==> config.mk <==
export PLATFORM = sky130hd
export DESIGN_NAME = faultify_cut_harness
export DESIGN_NICKNAME = d
export VERILOG_FILES = /design/src/rtl/faultify_cut_harness.sv
export SDC_FILE = /design/constraint.sdc
export NUM_CORES = 1
export LEC_CHECK = 0
export ABC_AREA = 0
export ABC_CLOCK_PERIOD_IN_PS = 2900
export CORE_ASPECT_RATIO = 1.5
export CORE_MARGIN = 5
export CORE_UTILIZATION = 35
export CTS_CLUSTER_SIZE = 14
export DETAILED_ROUTE_END_ITERATION = 10
export GPL_ROUTABILITY_DRIVEN = 0
export PLACE_DENSITY = 0.65
export SYNTH_ARGS = -nofsm -noshare
export SYNTH_HDL_FRONTEND = slang
export SYNTH_SLANG_ARGS = --single-unit
==> constraint.sdc <==
create_clock -name clk -period 2.9 [get_ports clk]
set_input_delay 0.29 -clock clk [delete_from_list [all_inputs] [get_ports clk]]
set_output_delay 0.29 -clock clk [all_outputs]
set_load 0.03 [all_outputs]
==> src/rtl/faultify_cut_harness.sv <==
`default_nettype none
// +----------------------------------------------------------------------------+
// | Module   : faultify_cut_harness                                            |
// | Brief    : Fault-injection wrapper between the Faultify register bank and  |
// |            an instrumented CUT: mask load, timed injection window, golden  |
// |            compare. Optional FAULTIFY_HARNESS_TIMESTAMP_EN enables the     |
// |            first-mismatch timestamp (tied to 0 when undefined).            |
// | Revision : 1.0 - initial parametrised release                              |
// +----------------------------------------------------------------------------+
module faultify_cut_harness #(
    parameter int TV_WIDTH   = 32,
    parameter int RV_WIDTH   = 54,
    parameter int INJ_WIDTH  = 216,
    parameter int WORD_WIDTH = 32,
    parameter int CNT_WIDTH  = 16
) (
    input  logic                  clk,
    input  logic                  rst,
    input  logic [TV_WIDTH-1:0]   test_vector,
    output logic [TV_WIDTH-1:0]   cut_test_vector,
    input  logic [RV_WIDTH-1:0]   cut_result,
    input  logic [RV_WIDTH-1:0]   golden_result,
    output logic [INJ_WIDTH-1:0]  cut_injection,
    input  logic                  mask_valid,
    output logic                  mask_ready,
    input  logic [WORD_WIDTH-1:0] mask_data,
    input  logic                  start,
    input  logic                  abort,
    input  logic [CNT_WIDTH-1:0]  delay_cycles,
    input  logic [CNT_WIDTH-1:0]  inject_cycles,
    input  logic [CNT_WIDTH-1:0]  observe_cycles,
    output logic                  busy,
    output logic                  done,
    output logic                  mask_loaded,
    output logic                  error_detected,
    output logic [CNT_WIDTH-1:0]  first_err_cycle,
    output logic [RV_WIDTH-1:0]   result_capture
);

    localparam int c_NWORDS = (INJ_WIDTH + WORD_WIDTH - 1) / WORD_WIDTH;
    localparam int c_IDX_W  = (c_NWORDS > 1) ? $clog2(c_NWORDS) : 1;
    localparam logic [c_IDX_W-1:0]   c_LAST_IDX = c_IDX_W'(c_NWORDS - 1);
    localparam logic [CNT_WIDTH-1:0] c_ONE      = CNT_WIDTH'(1);

    localparam logic [2:0] c_ST_IDLE    = 3'd0;
    localparam logic [2:0] c_ST_DELAY   = 3'd1;
    localparam logic [2:0] c_ST_INJECT  = 3'd2;
    localparam logic [2:0] c_ST_OBSERVE = 3'd3;
    localparam logic [2:0] c_ST_DONE    = 3'd4;

    logic [2:0]           r_state, w_nextState;
    logic [CNT_WIDTH-1:0] r_cnt, w_nextCnt;
    logic [CNT_WIDTH-1:0] r_injLen, r_obsLen;
    logic [INJ_WIDTH-1:0] r_mask;
    logic [c_IDX_W-1:0]   r_wordIdx;
    logic                 r_maskLoaded;
    logic                 r_err;
    logic [INJ_WIDTH-1:0] r_inj;
    logic [RV_WIDTH-1:0]  r_capture;
    logic                 w_idle, w_startAcc, w_compare, w_mismatch, w_maskWr;

    assign w_idle     = (r_state == c_ST_IDLE);
    assign w_startAcc = w_idle && start && !abort;
    assign w_compare  = (r_state == c_ST_INJECT) || (r_state == c_ST_OBSERVE);
    assign w_mismatch = w_compare && (cut_result != golden_result);
    assign w_maskWr   = mask_valid && w_idle;

    // Zero-length phases are skipped, so every transition looks ahead to the next non-zero phase.
    always_comb begin
        w_nextState = r_state;
        w_nextCnt   = r_cnt;
        if (abort) begin
            w_nextState = c_ST_IDLE;
        end else begin
            case (r_state)
                c_ST_IDLE: begin
                    if (start) begin
                        if (delay_cycles != '0) begin
                            w_nextState = c_ST_DELAY;
                            w_nextCnt   = delay_cycles - c_ONE;
                        end else if (inject_cycles != '0) begin
                            w_nextState = c_ST_INJECT;
                            w_nextCnt   = inject_cycles - c_ONE;
                        end else if (observe_cycles != '0) begin
                            w_nextState = c_ST_OBSERVE;
                            w_nextCnt   = observe_cycles - c_ONE;
                        end else begin
                            w_nextState = c_ST_DONE;
                            w_nextCnt   = '0;
                        end
                    end
                end
                c_ST_DELAY: begin
                    if (r_cnt != '0) begin
                        w_nextCnt = r_cnt - c_ONE;
                    end else if (r_injLen != '0) begin
                        w_nextState = c_ST_INJECT;
                        w_nextCnt   = r_injLen - c_ONE;
                    end else if (r_obsLen != '0) begin
                        w_nextState = c_ST_OBSERVE;
                        w_nextCnt   = r_obsLen - c_ONE;
                    end else begin
                        w_nextState = c_ST_DONE;
                    end
                end
                c_ST_INJECT: begin
                    if (r_cnt != '0) begin
                        w_nextCnt = r_cnt - c_ONE;
                    end else if (r_obsLen != '0) begin
                        w_nextState = c_ST_OBSERVE;
                        w_nextCnt   = r_obsLen - c_ONE;
                    end else begin
                        w_nextState = c_ST_DONE;
                    end
                end
                c_ST_OBSERVE: begin
                    if (r_cnt != '0) begin
                        w_nextCnt = r_cnt - c_ONE;
                    end else begin
                        w_nextState = c_ST_DONE;
                    end
                end
                default: begin
                    w_nextState = c_ST_IDLE;
                    w_nextCnt   = '0;
                end
            endcase
        end
    end

    always_ff @(posedge clk or negedge rst) begin
        if (!rst) begin
            r_state      <= c_ST_IDLE;
            r_cnt        <= '0;
            r_injLen     <= '0;
            r_obsLen     <= '0;
            r_mask       <= '0;
            r_wordIdx    <= '0;
            r_maskLoaded <= 1'b0;
            r_err        <= 1'b0;
            r_inj        <= '0;
            r_capture    <= '0;
        end else begin
            r_state <= w_nextState;
            r_cnt   <= w_nextCnt;
            // Injection is registered off the next state so it aligns exactly with INJECT.
            r_inj   <= (w_nextState == c_ST_INJECT) ? r_mask : '0;
            if (w_startAcc) begin
                r_injLen <= inject_cycles;
                r_obsLen <= observe_cycles;
                r_err    <= 1'b0;
            end
            if (w_compare) begin
                r_capture <= cut_result;
            end
            if (w_mismatch) begin
                r_err <= 1'b1;
            end
            if (w_maskWr) begin
                for (int i = 0; i < INJ_WIDTH; i++) begin
                    if (r_wordIdx == c_IDX_W'(i / WORD_WIDTH)) begin
                        r_mask[i] <= mask_data[i % WORD_WIDTH];
                    end
                end
                if (r_wordIdx == c_LAST_IDX) begin
                    r_wordIdx    <= '0;
                    r_maskLoaded <= 1'b1;
                end else begin
                    r_wordIdx <= r_wordIdx + 1'b1;
                end
            end
        end
    end

`ifdef FAULTIFY_HARNESS_TIMESTAMP_EN
    logic [CNT_WIDTH-1:0] r_offset;
    logic [CNT_WIDTH-1:0] r_firstErr;

    always_ff @(posedge clk or negedge rst) begin
        if (!rst) begin
            r_offset   <= '0;
            r_firstErr <= '0;
        end else if (w_startAcc) begin
            r_offset   <= '0;
            r_firstErr <= '0;
        end else if (w_compare) begin
            if (w_mismatch && !r_err) begin
                r_firstErr <= r_offset;
            end
            if (r_offset != '1) begin
                r_offset <= r_offset + c_ONE;
            end
        end
    end

    assign first_err_cycle = r_firstErr;
`else
    assign first_err_cycle = '0;
`endif

    assign cut_test_vector = test_vector;
    assign cut_injection   = r_inj;
    assign mask_ready      = w_idle;
    assign busy            = !w_idle;
    assign done            = (r_state == c_ST_DONE);
    assign mask_loaded     = r_maskLoaded;
    assign error_detected  = r_err;
    assign result_capture  = r_capture;

endmodule
`default_nettype wire

==> out/results.md <==
Power and ir drop
• 676 nW/µm² — power density cells
• 0.489 mV — Max VDD drop
• 14.1 nW — Leak
• 21.6 mW — total design power

Clock network
• built — clock tree from TritonCTS
• 542 — CTS Sinks
• sky130_fd_sc_hd__clkbuf_16 — root buffer cell
• 0.61 ns — later-pin clock latency in the skew report
• 0.06 ns — Worst-path clk slew
• 2 — H-tree depth
• 3 — maximum buffer depth of the clock tree
• 51 — Inserted Clock Buffers

Yosys
• 12.3 µm² — average footprint of a synthesized cell
• 0 — number of warnings printed during yosys synthesis
• 0 — number of enable-type register cells in the synthesized netlist
• 542 — register bit total from synthesis
• 100% — fraction of registers with async set or reset after synthesis
• 71 — post-synthesis cell type count
• sky130_fd_sc_hd__dfrtp_1 — top_reg_cell synth
• 58.4% — share of synthesized area occupied by flip-flops and latches
• 23,200 µm² — synthesized cell area
• 1,890 — instance count of the mapped netlist

Worst setup path
• flip-flop — CP Launch Type
• 3.38 ns — critical path required time
• r_injLen[9] — Worst R2R Start
• r_injLen[9] — origin of the worst setup path
• 40 — critical-path maximum fanout
• flip-flop — endpoint type of the worst setup path
• 10 — FF-to-FF path depth
• reg2reg — category of the most critical setup path
• 3.43 ns — Arrival @ worst endpoint

Placement
• 55,400 µm — Final HPWL DP
• 467 — Port-buffer cells

Outcome
• complete, but fails checks — run status
• setup timing — failing checks

Floorplanning
• 71,800 µm² — Die Outline Area
• 548 — IO Pins
• 115 — row cnt
• 326 µm — Vert. Die Dim
• 35.3% — effective utilization at floorplan
• 220 µm — overall die width
• 65,800 µm² — placeable core region

Global route
• 18,500 — vias in the first global route
• 113,000 µm — first-pass GRT wire length
• 84 — largest net degree at the start of global routing
• 20.4% — overall fraction of global-route tracks in use
• 2 — antenna violations before repair
• 0 — total congestion overflow

STA
• -2.84 ns — Sum Neg Setup Slack
• 110 — setup violation total in the final timing report
• -0.0541 ns — post-route setup slack
• 0 — Hold Fails Final Rpt
• yes — RSZ-0062 raised after global routing
• 0.739 ns — actual slew at the worst max-slew pin
• 0.0296 ns — Worst Clk Skew
• 0 — pins over their slew limit
• 2.95 ns — Tmin final
• 50.3% — tightest slew margin relative to the limit
• 339 MHz — timing-limited maximum frequency
• 102% — final worst path period share

Route
• 0 — post-route DRC violation count
• 10 — First-pass DRT Iterations
• 17,100 — via count
• 75,200 µm — Post-Route WL
• 1,446 — Iter 0 DRT Violations
• 5.02 — post-DR vias/cell
• 22.0 µm — average wire per standard cell
• 0 — post-route ant nets

Finish
• 2,736 — number of nets in the finished design
• 37.2% — post-synthesis to final-layout area growth
• 23.8% — layout cells sized above 1

Hold path
• in2async — Worst Hold Class

Run
• 0 — max-cap check violation count

cell type report:
cell class	count	area, µm²
Fill cell	5887	33900
Sequential cell	542	13600
Multi-Input combinational cell	1210	9000
Timing Repair Buffer	678	6480
Clock buffer	70	1470
Tap cell	877	1100
Clock inverter	20	206
Inverter	17	63.8
Antenna cell	2	5.00
stage by stage:
stage	cell area, µm²	hold WS [ns]	util (%)	setup slack, ns	instances
5_1_grt	31900	0.308	48.5	-0.0852	3415
3_3_place_gp	30100	0.322	45.7	-0.222	3321
3_5_place_dp	30100	0.335	45.7	-0.313	3321
2_1_floorplan	23300	-0.00559	-	0.00856	1905
6_report	31900	0.269	48.5	-0.0541	3416
4_1_cts	31800	0.267	48.4	-0.126	3413
worst paths after layout:
| path | end | slack, ns |
|---|---|---|
| setup / recovery | cut_injection[143] | -0.05 |
| hold / removal | r_mask[40] | 0.27 |
| setup reg to reg | cut_injection[143] | -0.05 |
| hold reg to reg | mask_loaded | 0.47 |
| max in group asynchronous | cut_injection[31] | 1.69 |
| min in group clk | result_capture[20] | 0.36 |
registers in the layout (all words and copies together), names as in the netlist, 3 cells and up:
signal,count
cut_injection,216
r_cnt,16
r_injLen,16
r_mask,216
r_obsLen,16
r_state,3
r_wordIdx,3
result_capture,54
critical path, stage by stage (launching register included):
cell                        delay, ns
sky130_fd_sc_hd__dfrtp_1         0.38
sky130_fd_sc_hd__or4_4           0.57
sky130_fd_sc_hd__or4_4           0.50
sky130_fd_sc_hd__o41ai_4         0.26
sky130_fd_sc_hd__a22oi_2         0.15
sky130_fd_sc_hd__a21oi_2         0.21
sky130_fd_sc_hd__a2111oi_4       0.07
sky130_fd_sc_hd__buf_4           0.18
sky130_fd_sc_hd__buf_12          0.15
sky130_fd_sc_hd__buf_12          0.16
sky130_fd_sc_hd__and2_1          0.17
cell usage after synthesis (all sizes together), types with 5 or more instances:
library cell  instances  area [µm²]
dfrtp               542       13600
mux2                271        3050
and2                223        1400
nand2               146         548
xor2                 81         709
buf                  78         588
nor2                 63         239
clkbuf               58         220
o21ai                42         210
a21oi                41         209
nor3                 37         190
nor4                 37         259
xnor2                32         280
nand3                23         115
nand4                18         113
inv                  17        63.8
ha                   11         138
or3                  10        62.6
or4                  10        75.1
a31oi                 9        56.3
o221ai                9        78.8
nand2b                8        50.1
nor2b                 8        50.1
a211oi                7        52.6
and3                  7        43.8
mux2i                 7        70.1
o211ai                7        52.6
o31ai                 7        52.6
a21o                  6        45.0
a221oi                6        52.6
nand4b                6        52.6
a2111oi               5        62.6
a22oi                 5        37.5
nor3b                 5        37.5
nor4b                 5        58.8
timing repair:
action                                  in CTS  in global routing
resized for setup                           10                 12
endpoints found under the setup margin     219                230
hold buffers                                 1                  0
endpoints found under the hold margin       49                  0
cloned                                       0                  0
setup buffers                                1                  2
pin swaps                                    5                  2
logic make-up after synthesis:
family | count (synthesis) | synth area share [%]
mux | 278 | 13.4
flops | 542 | 58.4
other cells | 1 | 0.0161
compound gates | 169 | 4.83
xor+xnor | 113 | 4.26
simple gates | 622 | 14.7
buf+inv | 153 | 3.75
fa+ha+maj | 12 | 0.635
power by group:
group          switching, mW  internal [mW]  leakage (nW)
clock                   2.88           3.82         0.829
sequential             0.909           9.31          6.98
combinational           2.14           2.51          6.32
layout by cell type (no fill, tap or decap), drive strengths merged, types with 8 or more instances in the layout:
cell	n
inv	21
xor2	81
nor2b	8
xnor2	32
nor3	37
conb	16
o21ai	42
clkinv	11
or3	10
o221ai	9
or4	10
a31oi	9
clkbuf	70
clkdlybuf4s50	466
and2	223
a21oi	41
nand3	23
nand4	18
nor4	37
dfrtp	542
nor2	63
ha	11
buf	211
mux2	271
nand2	146
nand2b	8
metal layers:
| metal | up-vias | share of wire, % | GRT usage [%] |
|---|---|---|---|
| li1 | 7686 | - | - |
| met1 | 8470 | 36 | 22.4 |
| met2 | 744 | 50 | 35.4 |
| met3 | 238 | 8.0 | 5.35 |
| met4 | 2 | 6.5 | 11.6 |
| met5 | - | 0.017 | 0 |
Power figures use the tool's default switching activity.
